### src/rtl/tod_peak_clock.sv
// 24-hour BCD time-of-day counter with 1 Hz prescaler, 12-hour/pm/peak-window decode and validated load.
// Time and pulses are registered (one-cycle load latency); hh/pm/peak decode combinationally from h24; no backpressure.
module tod_peak_clock #(
    parameter int CLK_PER_SEC = 50_000_000,
    parameter int PK1_START   = 7,
    parameter int PK1_END     = 10,
    parameter int PK2_START   = 17,
    parameter int PK2_END     = 20
) (
    input  logic       clk,
    input  logic       reset,
    input  logic       ena,
    input  logic       load,
    input  logic [7:0] set_hh,
    input  logic [7:0] set_mm,
    input  logic [7:0] set_ss,
    output logic [7:0] hh,
    output logic [7:0] mm,
    output logic [7:0] ss,
    output logic       pm,
    output logic       peak,
    output logic       sec_tick,
    output logic       load_err
);

    localparam int            PW  = $clog2(CLK_PER_SEC);
    localparam logic [PW-1:0] TC  = PW'(CLK_PER_SEC - 1);
    localparam logic [4:0]    P1S = 5'(PK1_START);
    localparam logic [4:0]    P1E = 5'(PK1_END);
    localparam logic [4:0]    P2S = 5'(PK2_START);
    localparam logic [4:0]    P2E = 5'(PK2_END);

    logic [PW-1:0] presc;
    logic [4:0]    h24;
    logic [2:0]    m_t;
    logic [3:0]    m_u;
    logic [2:0]    s_t;
    logic [3:0]    s_u;

    logic       hh_ok;
    logic       mm_ok;
    logic       ss_ok;
    logic       set_ok;
    logic [4:0] h_ld;
    logic [4:0] h12;

    // Upper hour nibble is implied <= 2 by the 8'h23 bound.
    assign hh_ok  = (set_hh <= 8'h23) && (set_hh[3:0] <= 4'd9);
    assign mm_ok  = (set_mm[7:4] <= 4'd5) && (set_mm[3:0] <= 4'd9);
    assign ss_ok  = (set_ss[7:4] <= 4'd5) && (set_ss[3:0] <= 4'd9);
    assign set_ok = hh_ok && mm_ok && ss_ok;
    assign h_ld   = ({3'b000, set_hh[5:4]} * 5'd10) + {1'b0, set_hh[3:0]};

    always_ff @(posedge clk) begin
        if (reset) begin
            presc    <= '0;
            h24      <= '0;
            m_t      <= '0;
            m_u      <= '0;
            s_t      <= '0;
            s_u      <= '0;
            sec_tick <= 1'b0;
            load_err <= 1'b0;
        end else begin
            sec_tick <= 1'b0;
            load_err <= 1'b0;
            if (load && set_ok) begin
                presc <= '0;
                h24   <= h_ld;
                m_t   <= set_mm[6:4];
                m_u   <= set_mm[3:0];
                s_t   <= set_ss[6:4];
                s_u   <= set_ss[3:0];
            end else begin
                if (load) begin
                    load_err <= 1'b1;
                end
                if (ena) begin
                    if (presc == TC) begin
                        presc    <= '0;
                        sec_tick <= 1'b1;
                        // BCD cascade: seconds -> minutes -> hour, midnight wrap at 23.
                        if (s_u != 4'd9) begin
                            s_u <= s_u + 4'd1;
                        end else begin
                            s_u <= 4'd0;
                            if (s_t != 3'd5) begin
                                s_t <= s_t + 3'd1;
                            end else begin
                                s_t <= 3'd0;
                                if (m_u != 4'd9) begin
                                    m_u <= m_u + 4'd1;
                                end else begin
                                    m_u <= 4'd0;
                                    if (m_t != 3'd5) begin
                                        m_t <= m_t + 3'd1;
                                    end else begin
                                        m_t <= 3'd0;
                                        h24 <= (h24 == 5'd23) ? 5'd0 : h24 + 5'd1;
                                    end
                                end
                            end
                        end
                    end else begin
                        presc <= presc + PW'(1);
                    end
                end
            end
        end
    end

    always_comb begin
        h12 = h24;
        if (h24 == 5'd0) begin
            h12 = 5'd12;
        end else if (h24 > 5'd12) begin
            h12 = h24 - 5'd12;
        end
    end

    assign hh   = (h12 >= 5'd10) ? {4'h1, 4'(h12 - 5'd10)} : {4'h0, h12[3:0]};
    assign mm   = {1'b0, m_t, m_u};
    assign ss   = {1'b0, s_t, s_u};
    assign pm   = (h24 >= 5'd12);
    assign peak = ((h24 >= P1S) && (h24 < P1E)) || ((h24 >= P2S) && (h24 < P2E));

endmodule

### config.mk
export PLATFORM = sky130hd
export DESIGN_NAME = tod_peak_clock
export DESIGN_NICKNAME = d
export VERILOG_FILES = /design/src/rtl/tod_peak_clock.sv
export SDC_FILE = /design/constraint.sdc
export NUM_CORES = 1
export LEC_CHECK = 0
export CAP_MARGIN = 20
export CORE_MARGIN = 8
export CORE_UTILIZATION = 35
export DETAILED_ROUTE_END_ITERATION = 7
export MAX_ROUTING_LAYER = met4
export SLEW_MARGIN = 10
export SYNTH_ARGS = -nofsm -noshare
export SYNTH_HDL_FRONTEND = slang
export SYNTH_SLANG_ARGS = --single-unit
### constraint.sdc
create_clock -name clk -period 6.45 [get_ports clk]
set_clock_uncertainty 0.1 [all_clocks]
set_input_delay 0.9675 -clock clk [delete_from_list [all_inputs] [get_ports clk]]
set_output_delay 0.9675 -clock clk [all_outputs]
set_load 0.01 [all_outputs]
==> flow_metrics.tcl, run 1 <==
set metrics [dict create \
    final_common_cell "nor2_1" \
    dr.pass1.iters 4 \
    worstSetupPathType "register to output pin" \
    netlist_area_mm2 0.00300 \
    swShare_pct 23.5 \
    hp-class "register to register" \
    antennaDiodeCount 0 \
    post-place-ws_ps 2310 \
    synthesis.instances 362 \
    grt_pass1_vias 2597 \
    slew_headroom_pct 40.0 \
    cp-start-kind "register" \
    timing.rr.end "h24[2]" \
    fin_util_pct 44.2 \
    cts_resized 0 \
    cts_tree "yes" \
    slew_viol_final 0 \
    syn_area_per_cell_um2 8.30 \
    p_leak_nw 1.27 \
    num_rows 33 \
    vias 2673 \
    wl_per_cell_um 14.3 \
    die_y_um 109 \
    pwr-share-clk_pct 40.2 \
    async_reset_ff_share_pct 0 \
    layout_min_cycle_time_ps 4500 \
    worst_pin_slew_ps 898 \
    grt_max_degree 33 \
    port_buffers 50 \
    whs_path_depth 2 \
    fin_ws_ps 1950 \
    gp_congestion 0.802 \
    max-cap-violations 0 \
    yosys_warnings 0 \
    grt_antenna_before_repair 0 \
    area_growth_pct 21.6 \
    htree_levels 2 \
    powerDensity_mw_per_mm2 155 \
    nNetsFinal 444 \
    hpwl_um 5550 \
    dpl_cell_area_mm2 0.00353 \
    path_max_fanout 10 \
    boundaryPins 56 \
    timing.rr.start "presc[0]" \
    holdPathEnd "presc[1]" \
    yosysSeqAreaShare_pct 31.3 \
    grt_pass1_wl_um 12400 \
    ant_nets 0 \
    crit_arrival_ps 3430 \
    cp_slowest_stage_delay_ps 550 \
    cp_top_family "compound AO/OA/AOI/OAI gates" \
    vias_per_cell 5.25 \
    start_util_pct 36.4 \
    p_sw_uw 133 \
    cts.sinks 47 \
    period_share_pct 69.7 \
    drc 0 \
    rsz0062_at_grt "no" \
    reg2regPathDepth 6 \
    cts_buffers 5 \
    die_width_um 109 \
    drive_above_1_share_pct 5.20 \
    crit_required_ps 5380 \
    critPathMostFrequentCell "ha_1" \
    synth_edf_count 0 \
    ir_worst_vdd_mv 0.0662 \
    final_cell_mix "51 x nor2_1, 50 x clkdlybuf4s50_1, 47 x dfxtp_1" \
    end_kind "output pin" \
    core-area_mm2 0.00826 \
    whs_ps 398 \
    grtUsageTotal_pct 13.0 \
    fmax_mhz 222 \
    path_buf_inv 1 \
    ys_seq_elements 47 \
    root_buffer "clkbuf_8" \
    hold_violations 0 \
    finalSetupViolations 0 \
    clk_latency_ps 310 \
    pwr-share-seq_pct 51.8 \
    setup-tns-final_ps 0 \
    path_clk_slew_ps 90 \
    cts_buffer_depth 2 \
    post-cts-setup-buffers 0 \
    r2r_setup_slack_ps 3780 \
    grt-ovfl-total 0 \
    drt_iter0_drc 122 \
    yosys_most_used_dff "dfxtp_1" \
    crit_chain "ha_1 -> or3b_2 -> a211oi_1 -> nor2_1 -> ha_1 -> o31a_1 -> o21ai_0 -> xnor2_1 -> clkdlybuf4s50_1" \
    status "completed" \
    hold_start "presc[1]" \
    cts_hold_buf 0 \
    die-area_mm2 0.0118 \
    stdcell_area_mm2 0.00365 \
    drt-total-wl_um 7280 \
    ys_types 58 \
    combPwrFrac_pct 8.0 \
    p_int_uw 433 \
    critical-path-slowest-cell "clkdlybuf4s50_1" \
]
[final cells by class]
type                            count  area, um^2
Timing Repair Buffer               51         505
Tap cell                          105         131
Sequential cell                    47         941
Inverter                           16        60.1
Multi-Input combinational cell    282        1900
Clock inverter                      3        46.3
Clock buffer                        5        68.8
Fill cell                         843        4610
[flip-flops by register name, summed over array words and instances (netlist names)]
name / flops
presc: 26
m_u: 4
s_t: 3
sec_tick: 1
load_err: 1
s_u: 4
h24: 5
m_t: 3
[routing by layer]
metal  vias up  wire length (um)  global-route usage [%]
met3         6               314                    3.13
met4         0                64                    1.96
met5         -                 0                       -
li1       1378                 -                       -
met2        49              3340                    20.5
met1      1240              3560                    16.8
[tightest hold or removal path, cell delays in order (launching register included)]
cell and delay (ps):
dfxtp_1 330, nand2b_1 70, a21oi_1 50
[stage by stage]
step | total power [mW] | std cells
after CTS | 0.570 | 508
after global routing | 0.587 | 509
after global placement | 0.345 | 500
final | 0.566 | 509
after detailed placement | 0.346 | 500
after floorplan | 0.322 | 366
[cells by family after synthesis]
group                    count (synthesis)  share of synthesized area [%]
AO/OA/AOI/OAI                           64                           14.5
XOR/XNOR                                33                           9.63
adder cells (fa/ha/maj)                 13                           5.67
buffers and inverters                   37                           5.92
flip-flops                              47                           31.3
multiplexers                             5                           1.71
other                                    1                          0.125
AND/OR/NAND/NOR                        162                           31.1
[power groups by stage]
| stage | combinational, mW | sequential (mW) | clock [mW] |
|---|---|---|---|
| finish | 0.0450 | 0.293 | 0.228 |
| global route | 0.0500 | 0.294 | 0.243 |
| CTS | 0.0457 | 0.293 | 0.231 |
| detailed placement | 0.0456 | 0.300 | 0 |
| global placement | 0.0449 | 0.300 | 0 |
| floorplan | 0.0220 | 0.300 | 0 |
[cell usage after synthesis (2+ instances only)]
master     count  area (um^2)
nor2b_1        7         43.8
nor3_1         7         35.0
nand4bb_1      2         22.5
xor2_1        14          123
nand4_1       12         75.1
mux2i_1        4         40.0
buf_2          4         20.0
nor2_1        51          191
o21ai_0       16         80.1
ha_1          12          150
a311oi_1       6         52.6
a21oi_1        6         30.0
and3_1         5         31.3
nor4_1         9         56.3
nand3b_1       2         15.0
dfxtp_1       47          941
and2_1         4         25.0
clkbuf_1       9         33.8
or4_1          2         15.0
buf_4          7         52.6
nor4_4         2         42.5
or3_1          3         18.8
a31oi_1        8         50.1
nand2_1       18         67.6
and4_1         2         17.5
nand2b_1       7         43.8
a32o_1         3         30.0
nand4_2        2         25.0
inv_1         16         60.1
or3b_1         2         17.5
nand3_1       16         80.1
a211oi_1      13         97.6
xnor2_1       19          166
[worst max-delay path by stage]
stage / from / end / slack [ps] / cells after the start
final: h24[2] / hh[1] / 1950 / 9
after CTS: h24[2] / hh[1] / 1960 / 9
after floorplan: h24[2] / hh[1] / 2890 / 8
after global placement: h24[2] / hh[1] / 2420 / 9
after global routing: h24[2] / hh[1] / 1730 / 9
after detailed placement: h24[2] / hh[1] / 2310 / 9
Note: power is estimated with default switching activity, not from simulation.
==> run 2, diff against run 1 <==
==> constraint.sdc (replaced) <==
create_clock -name clk -period 4 [get_ports clk]
set_clock_uncertainty 0.1 [all_clocks]
set_input_delay 0.6 -clock clk [delete_from_list [all_inputs] [get_ports clk]]
set_output_delay 0.6 -clock clk [all_outputs]
set_load 0.01 [all_outputs]
==> run 2 against run 1 <==
Compared with the run above: wire length decreased by 0.18%; total power increased by 64%; register-to-register slack got worse by 2400 ps; flip-flop and latch count unchanged; critical endpoint is now hh[2]; combinational power increased by 66%; die area unchanged; global-route usage increased by 0.12 points; critical path depth unchanged; sequential share of layout area decreased by 0.28 points; design area increased by 1.2%.
==> flow_metrics.tcl, run 2 (same netlist as run 1, synthesis figures left out) <==
set metrics [dict create \
    r2r_setup_slack_ps 1350 \
    core-area_mm2 0.00826 \
    max-cap-violations 0 \
    powerDensity_mw_per_mm2 251 \
    vias_per_cell 5.24 \
    final_cell_mix "51 x nor2_1, 50 x clkdlybuf4s50_1, 46 x dfxtp_1" \
    cts_hold_buf 0 \
    critical-path-slowest-cell "clkdlybuf4s50_1" \
    post-place-ws_ps 270 \
    cts_buffers 5 \
    grt_pass1_vias 2542 \
    wl_per_cell_um 14.2 \
    num_rows 33 \
    post-cts-setup-buffers 0 \
    drc 0 \
    period_share_pct 95.4 \
    swShare_pct 22.8 \
    grt_antenna_before_repair 0 \
    drt_iter0_drc 109 \
    timing.rr.start "presc[19]" \
    status "completed" \
    worstSetupPathType "register to output pin" \
    gp_congestion 0.793 \
    fill_cells 847 \
    area_growth_pct 23.1 \
    cp_top_family "simple AND/OR/NAND/NOR gates" \
    fin_ws_ps 185 \
    hp-class "register to register" \
    critical_path.startpoint "h24[3]" \
    ant_nets 0 \
    crit_end "hh[2]" \
    layout_min_cycle_time_ps 3810 \
    clk_latency_ps 310 \
    start_util_pct 36.4 \
    critPathMostFrequentCell "ha_1" \
    p_leak_nw 1.30 \
    pwr-share-clk_pct 41.1 \
    p_sw_uw 212 \
    cts_resized 2 \
    root_buffer "clkbuf_8" \
    grt-ovfl-total 0 \
    top_regs "presc x26, h24 x5" \
    pwr-share-seq_pct 50.9 \
    hpwl_um 5560 \
    end_kind "output pin" \
    hold_violations 0 \
    fmax_mhz 262 \
    vias 2690 \
    path_buf_inv 1 \
    drive_above_1_share_pct 6.62 \
    largest_register "presc" \
    nNetsFinal 448 \
    cp_slowest_stage_delay_ps 550 \
    path_depth 9 \
    finalSetupViolations 0 \
    final_common_cell "nor2_1" \
    cp-start-kind "register" \
    slew_viol_final 0 \
    timing.rr.end "h24[2]" \
    grtUsageTotal_pct 13.1 \
    die_width_um 109 \
    crit_arrival_ps 3110 \
    antennaDiodeCount 0 \
    dr.pass1.iters 6 \
    ir_worst_vdd_mv 0.118 \
    die_y_um 109 \
    worst_pin_slew_ps 781 \
    die-area_mm2 0.0118 \
    rsz0062_at_grt "no" \
    crit_required_ps 3300 \
    path_max_fanout 9 \
    combPwrFrac_pct 8.1 \
    path_clk_slew_ps 90 \
    boundaryPins 56 \
    setup-tns-final_ps 0 \
    crit_chain "ha_1 -> or3b_2 -> a211oi_2 -> nor2_1 -> ha_1 -> nor2b_1 -> o21a_1 -> o22ai_1 -> clkdlybuf4s50_1" \
    drt-total-wl_um 7270 \
    grt_pass1_wl_um 12400 \
    grt_max_degree 33 \
    p_int_uw 718 \
    largest_register_ffs 26 \
    cts_buffer_depth 2 \
    slew_headroom_pct 47.4 \
    reg2regPathDepth 5 \
    htree_levels 2 \
    cts.sinks 47 \
    cts_tree "yes" \
    port_buffers 50 \
]
## run 2: cell count changes in the layout (fill, tap and decap cells not counted)
cell,delta
buf_4,+5
a211oi_1,-1
a211oi_2,+1
clkbuf_2,-1
clkbuf_8,+1
clkinvlp_4,-1
dfxtp_1,-1
dfxtp_2,+1
o21ai_0,-1
o21ai_1,+1
## run 2: worst register-to-register path: cells and delay by family (launching register included)
| family | cells | cell delay (ps) |
|---|---|---|
| compound gates | 1 | 290 |
| flops | 1 | 530 |
| simple gates | 4 | 1620 |
## run 2: final cells by class
cell class	instances	area, um^2	share of cell area (%)
clock buffer	6	82.6	2.23
multi-input combinational	282	1900	51.5
clock inverter	2	38.8	1.05
timing repair buffer	55	538	14.6
tap	105	131	3.55
inverter	16	60.1	1.62
sequential	47	942	25.5
## run 2: metrics by stage
step                power (mW)  utilization [%]  instance area, um^2  instances  hold slack, ps
floorplan                0.519                -                 3020        366             358
global placement         0.559             43.2                 3570        505             371
CTS                      0.938             44.8                 3700        513             395
finish                   0.930             44.8                 3700        513             400
detailed placement       0.559             43.2                 3570        505             379
global route             0.964             44.8                 3700        513             441
## run 2: worst min path at each step
stage | start | endpoint | slack, ps | depth (start not counted)
4_1_cts | presc[1] | presc[1] | 400 | 2
2_1_floorplan | presc[1] | presc[1] | 360 | 2
6_report | presc[1] | presc[1] | 400 | 2
5_1_grt | presc[1] | presc[1] | 440 | 2
3_5_place_dp | presc[1] | presc[1] | 380 | 2
3_3_place_gp | presc[1] | presc[1] | 370 | 2
## run 2: power by group through the flow
| stage | clock network, mW | registers [mW] | logic [mW] |
|---|---|---|---|
| after floorplan | 0 | 0.484 | 0.0355 |
| after global placement | 0 | 0.484 | 0.0750 |
| after detailed placement | 0 | 0.484 | 0.0754 |
| after CTS | 0.389 | 0.473 | 0.0757 |
| after global routing | 0.407 | 0.474 | 0.0833 |
| final | 0.382 | 0.473 | 0.0749 |
## run 2: per-layer routing
metal	wire length [um]	GRT usage [%]	up-vias
li1	-	-	1381
met1	3550	17.0	1249
met2	3350	20.5	56
met3	327	2.95	4
met4	40	2.64	0
met5	0	-	-
